===== config.mk =====
export PLATFORM = sky130hd
export DESIGN_NAME = ram_port_arbiter
export DESIGN_NICKNAME = d
export VERILOG_FILES = /design/src/rtl/ram_port_arbiter.sv
export SDC_FILE = /design/constraint.sdc
export NUM_CORES = 1
export LEC_CHECK = 0
export CAP_MARGIN = 20
export CORE_UTILIZATION = 62
export DETAILED_ROUTE_END_ITERATION = 6
export DONT_BUFFER_PORTS = 1
export PLACE_DENSITY = 0.78
export SLEW_MARGIN = 20
export SYNTH_ARGS = -nofsm -noshare
export SYNTH_HDL_FRONTEND = slang
export SYNTH_SLANG_ARGS = --single-unit

===== constraint.sdc =====
create_clock -name clk -period 1.7 [get_ports clk]
set_input_delay 0.255 -clock clk [delete_from_list [all_inputs] [get_ports clk]]
set_output_delay 0.255 -clock clk [all_outputs]
set_load 0.02 [all_outputs]

===== src/rtl/ram_port_arbiter.sv =====
// Two-requester arbiter in front of the single-port, sync-read RAM.
// Registers the winning command and steers read data back to the port that issued it.
module ram_port_arbiter #(
    parameter int AW        = 8,
    parameter int DW        = 16,
    parameter int FIXED_PRI = 0,
    parameter int MAX_WAIT  = 4
) (
    input  logic          clk,
    input  logic          reset,

    input  logic          a_req,
    input  logic          a_we,
    input  logic [AW-1:0] a_addr,
    input  logic [DW-1:0] a_wdata,
    output logic          a_gnt,
    output logic          a_rvalid,
    output logic [DW-1:0] a_rdata,

    input  logic          b_req,
    input  logic          b_we,
    input  logic [AW-1:0] b_addr,
    input  logic [DW-1:0] b_wdata,
    output logic          b_gnt,
    output logic          b_rvalid,
    output logic [DW-1:0] b_rdata,

    output logic          mem_CEB,
    output logic          mem_WEB,
    output logic [AW-1:0] mem_addr,
    output logic [DW-1:0] mem_din,
    input  logic [DW-1:0] mem_q
);

    localparam int WCW = (MAX_WAIT < 1) ? 1 : $clog2(MAX_WAIT + 1);
    localparam logic [WCW-1:0] WAIT_LIMIT = WCW'(MAX_WAIT);

    typedef enum logic {
        PORT_A = 1'b0,
        PORT_B = 1'b1
    } port_e;

    typedef struct packed {
        logic  valid;
        port_e port;
        logic  is_read;
    } ret_t;

    port_e          rr_ptr;
    logic [WCW-1:0] b_wait_cnt;
    ret_t           ret_s1;
    ret_t           ret_s2;
    logic [DW-1:0]  a_rdata_q;
    logic [DW-1:0]  b_rdata_q;

    logic           any_gnt;
    logic           win_we;
    logic [AW-1:0]  win_addr;
    logic [DW-1:0]  win_wdata;

    // rr_ptr names the port favoured when both request; grants are forced low during reset
    always_comb begin
        a_gnt = 1'b0;
        b_gnt = 1'b0;
        if (reset) begin
            if (a_req && b_req) begin
                if (FIXED_PRI != 0) begin
                    if ((MAX_WAIT != 0) && (b_wait_cnt == WAIT_LIMIT)) begin
                        b_gnt = 1'b1;
                    end else begin
                        a_gnt = 1'b1;
                    end
                end else if (rr_ptr == PORT_B) begin
                    b_gnt = 1'b1;
                end else begin
                    a_gnt = 1'b1;
                end
            end else begin
                a_gnt = a_req;
                b_gnt = b_req;
            end
        end
    end

    always_comb begin
        any_gnt   = a_gnt | b_gnt;
        win_we    = b_gnt ? b_we    : a_we;
        win_addr  = b_gnt ? b_addr  : a_addr;
        win_wdata = b_gnt ? b_wdata : a_wdata;
    end

    always_ff @(posedge clk or negedge reset) begin
        if (!reset) begin
            mem_CEB  <= 1'b1;
            mem_WEB  <= 1'b1;
            mem_addr <= '0;
            mem_din  <= '0;
        end else if (any_gnt) begin
            mem_CEB  <= 1'b0;
            mem_WEB  <= ~win_we;
            mem_addr <= win_addr;
            mem_din  <= win_wdata;
        end else begin
            mem_CEB  <= 1'b1;
            mem_WEB  <= 1'b1;
        end
    end

    always_ff @(posedge clk or negedge reset) begin
        if (!reset) begin
            rr_ptr     <= PORT_A;
            b_wait_cnt <= '0;
        end else begin
            if (a_gnt) begin
                rr_ptr <= PORT_B;
            end else if (b_gnt) begin
                rr_ptr <= PORT_A;
            end
            if (!b_req || b_gnt) begin
                b_wait_cnt <= '0;
            end else if (b_wait_cnt != WAIT_LIMIT) begin
                b_wait_cnt <= b_wait_cnt + 1'b1;
            end
        end
    end

    // Return pipe lines up with the RAM: command registered at N, sampled at N+1, data during N+2
    always_ff @(posedge clk or negedge reset) begin
        if (!reset) begin
            ret_s1 <= '0;
            ret_s2 <= '0;
        end else begin
            ret_s1.valid   <= any_gnt;
            ret_s1.port    <= b_gnt ? PORT_B : PORT_A;
            ret_s1.is_read <= ~win_we;
            ret_s2         <= ret_s1;
        end
    end

    always_comb begin
        a_rvalid = ret_s2.valid & ret_s2.is_read & (ret_s2.port == PORT_A);
        b_rvalid = ret_s2.valid & ret_s2.is_read & (ret_s2.port == PORT_B);
        a_rdata  = a_rvalid ? mem_q : a_rdata_q;
        b_rdata  = b_rvalid ? mem_q : b_rdata_q;
    end

    always_ff @(posedge clk or negedge reset) begin
        if (!reset) begin
            a_rdata_q <= '0;
            b_rdata_q <= '0;
        end else begin
            if (a_rvalid) begin
                a_rdata_q <= mem_q;
            end
            if (b_rvalid) begin
                b_rdata_q <= mem_q;
            end
        end
    end

endmodule


### Yosys cells after proc, flatten, opt, wreduce, memory -nomap -nowiden

Index checks and enable logic that the tools add are counted.

* register bits after elaboration: 65
* bits of input ports: 70
* output and inout port bits: 62
* word-level logic and storage cells: 37

* muxes and demuxes: 16
* bitwise logic cells: 6
* reductions and logical operators: 2

Operator list (number)
* 16-bit two-way mux: 3
* 1-bit two-way mux: 12
* 8-bit two-way mux: 1
* 1-bit bitwise AND: 3
* 1-bit inverter: 2
* 2-bit nonzero test: 1
* 1-bit logical AND: 1
* 1-bit bitwise OR: 1

### Depth between registers and ports, before layout

* depth after elaboration: 6
* depth in mapped cells: 5
* gate-level depth less buffers: 4

### Worst setup path before layout

No wires, ideal clock.

* path type: register to output
* start: register ret_s2[0] (netlist name)
* end: output port b_rdata[10]
* arrival time: 1220 ps
* required time: 1445 ps
* setup slack: 225 ps
* stages on the path, launching flop included: 4
* path buffers: 1
* path through: dfrtp_1 > nand3_2 > buf_2 > mux2_1

* longest elaborated chain between the ends: 3

Ends and longest elaborated chain
* start: declaration: RTL line 52 `ret_t ret_s2;`
* start signal: assignment: RTL line 136 `ret_s2 <= ret_s1;`
* 1-bit bitwise AND (2 in a row): RTL line 142 `b_rvalid = ret_s2.valid & ret_s2.is_read & (ret_s2.port == PORT_B);`
* 16-bit two-way mux: RTL line 144 `b_rdata = b_rvalid ? mem_q : b_rdata_q;`
* end: declaration: RTL line 26 `output logic [DW-1:0] b_rdata,`

No other way between the ends.

### Worst setup path in the final report

* start: register ret_s2[2] (netlist name)
* end: output port b_rdata[14]

The elaborated chain is that of the path after synthesis.

==> results by group <==
Cells and area
  • Finished Core Util: 73.2%
  • Fill count: 263
  • N_diodes: 0
  • Layout cell share with drive strength beyond 1: 25.0%
  • Finished Layout Cells: 278
  • Area growth from synthesis to layout: 9.90%
  • Final Cell Area: 3010 um2
  • Nets@finish: 294

Worst setup path
  • Reg-to-Reg Start: rr_ptr
  • Startpoint types: register
  • Worst r2r path cells: 4
  • Slowest stage cell, crit path: dfrtp_2
  • Crit path DAT: 1.45 ns
  • Crit-path cells: nand3_4 > mux2_2
  • Critical Path RT: 1.44 ns
  • CP Capture Type: output port
  • WS Path Type: register to output port
  • Crit-path max cell delay: 0.49 ns
  • Crit Path Max Fanout: 9
  • Worst Setup SP: ret_s2[2]

Floorplanning
  • Row cnt: 23
  • DIE AREA: 4690 um2
  • Top Ports: 132
  • Die extent in y: 68.5 um
  • Core area: 4120 um2
  • Die Span X: 68.5 um
  • Starting Density: 66.6%

Yosys
  • Syn nets: 296
  • Synth area leader: dfrtp_1
  • Sequential share of the synthesized area: 59.4%
  • Ys flop type: dfrtp_1
  • Largest cells by area after synthesis: dfrtp_1 58%, or3b_1 7.7%, mux2_1 7.4%
  • Syn Inst Count: 226
  • Post-synth EDFFs: 0
  • Ys Warns: 0
  • Ys async rst share: 100%
  • Avg Inst Size Synth: 12.1 um2
  • Mapped cell area: 2740 um2
  • Share of the synthesized area in the top cell type: 57.5%
  • Netlist cell types: 22
  • Seq cells post-synth: 65

Pwr
  • Max IR drop VDD: 646 uV
  • Total Power: 4.13 mW
  • P per Cell Area: 1370 nW/um2
  • Leak pwr: 1.27 nW

Drt
  • DRT iter0 DRCs: 114
  • Avg WL per Cell: 20.6 um
  • Routed Wire Length: 5.72 mm
  • Met3 routed WL: 677 um
  • Metal2 WL: 2.84 mm
  • DRC: 0
  • Drt pass-1 iters: 4
  • M1 WL: 2.09 mm
  • DR top layer: met4
  • Antenna Violating Nets Remaining: 0
  • Vias: 1782
  • DR vias/cell: 6.41

Timing
  • Final Hold Fails: 65
  • Tcrit/Tclk final: 100%
  • Slew @ Worst Pin: 0.708 ns
  • Max Clk Rate: 0.586 GHz
  • Setup-failing EPs final: 7
  • RSZ-0062 raised after global routing: yes
  • Clock skew: 0.00629 ns
  • PnR worst setup slack: -0.00769 ns
  • WHS: -0.385 ns
  • Max Slew Vio Count: 0
  • Final min period: 1.71 ns
  • Slew headroom: 52.7%
  • Setup TNS: -0.0255 ns

GRT
  • Vias in the first global route: 1544
  • Global-route wire length before repair: 6.99 mm
  • GRT Total Usage: 21.6%
  • Initial antenna violation count: 0
  • GR Overflow Total: 0
  • Largest net degree at the start of global routing: 69

Place
  • Placed cell area: 2760 um2
  • Cells after DPL: 261
  • PortBufs: 0
  • Dpl hpwl: 3.49 mm
  • Worst slack at placement: 0.0991 ns
  • Final GP Congestion: 0.737

CTS
  • Sink Count: 65
  • Clk slew on worst S/H paths: 0.07 ns
  • Clk Latency, worst-skew pair: 0.33 ns
  • CTS tree: done
  • H-tree levels: 3
  • CTS Buf Count: 9
  • CTS max path bufs: 2
  • CTS root buffer: clkbuf_8

Outcome
  • Outcome: finished with violations
  • Failing checks: hold timing, setup timing

Min path
  • Hold Crit Class: primary input to asynchronous set/reset pin

Run
  • Max Cap Viol: 0
==> metal layers <==
metal,GRT usage [%],vias to the layer above
li1,-,805
met3,8.88,12
met1,21.3,855
met4,13.5,0
met2,37.1,110
met5,0,-
==> power by group <==
part	internal [mW]	total, mW	switching (mW)
Combinational	0.300	0.857	0.557
Clock	0.644	1.17	0.529
Sequential	1.85	2.10	0.255
==> layout by cell type, fill, tap and decap left out <==
cell	n
a21o_1	1
a21oi_1	1
a31oi_1	24
buf_12	1
buf_4	1
clkbuf_1	3
clkbuf_8	12
dfrtp_1	60
dfrtp_2	3
dfstp_2	2
inv_1	2
inv_2	1
mux2_2	24
mux2_4	8
nand2_1	2
nand3_4	2
nand3b_4	2
nor2_1	26
nor2b_4	1
nor3b_1	1
o21a_1	1
o21ai_0	25
o21ai_1	1
or3b_1	24
==> cells by family (layout without fill, tap and decap cells) <==
family	Yosys count	after routing	share of synthesized area [%]
multiplexers	32	32	13.1
buffers and inverters	20	20	3.10
AND/OR/NAND/NOR	56	58	13.4
flip-flops	65	65	59.4
AO/OA/AOI/OAI	53	53	11.0
==> layout make-up <==
cell class / count / area [um2] / area share [%]
Clock buffer: 15 / 176 / 5.86
Timing Repair Buffer: 2 / 27.5 / 0.914
Sequential cell: 65 / 1630 / 54.2
Multi-Input combinational cell: 143 / 1100 / 36.6
Inverter: 3 / 11.3 / 0.374
Tap cell: 50 / 62.6 / 2.08
==> worst max-delay path: cells and delay by family, from the launching register on <==
family        cells  cell delay (ns)
simple gates      1             0.20
flops             1             0.49
mux               1             0.44
==> cell usage after synthesis (all sizes together), types with 2 or more instances <==
master,number
clkbuf,10
o21ai,26
mux2,32
inv,3
nor2,26
a31oi,24
buf,7
or3b,24
dfstp,2
nand2,2
dfrtp,63
==> worst paths after layout <==
kind,end,slack [ns]
setup / recovery,b_rdata[14],-0.008
hold / removal,b_rdata_q[0],-0.39
setup reg to reg,mem_addr[7],0.40
hold reg to reg,ret_s2[2],0.34
max in group asynchronous,mem_CEB,1.89
min in group clk,mem_CEB,0.03
==> registers in the layout, indices dropped and copies added (netlist names) <==
register	flops
mem_WEB	1
mem_addr	8
b_rdata_q	16
ret_s2	3
a_rdata_q	16
rr_ptr	1
mem_din	16
ret_s1	3
mem_CEB	1
==> timing repair <==
action,in CTS,in global routing
pin swaps,1,1
cloned,0,2
endpoints found under the hold margin,65,65
buffers inserted,0,0
gates resized for setup,19,13
setup endpoints to repair,32,32
(Power assumes the default switching activity.)
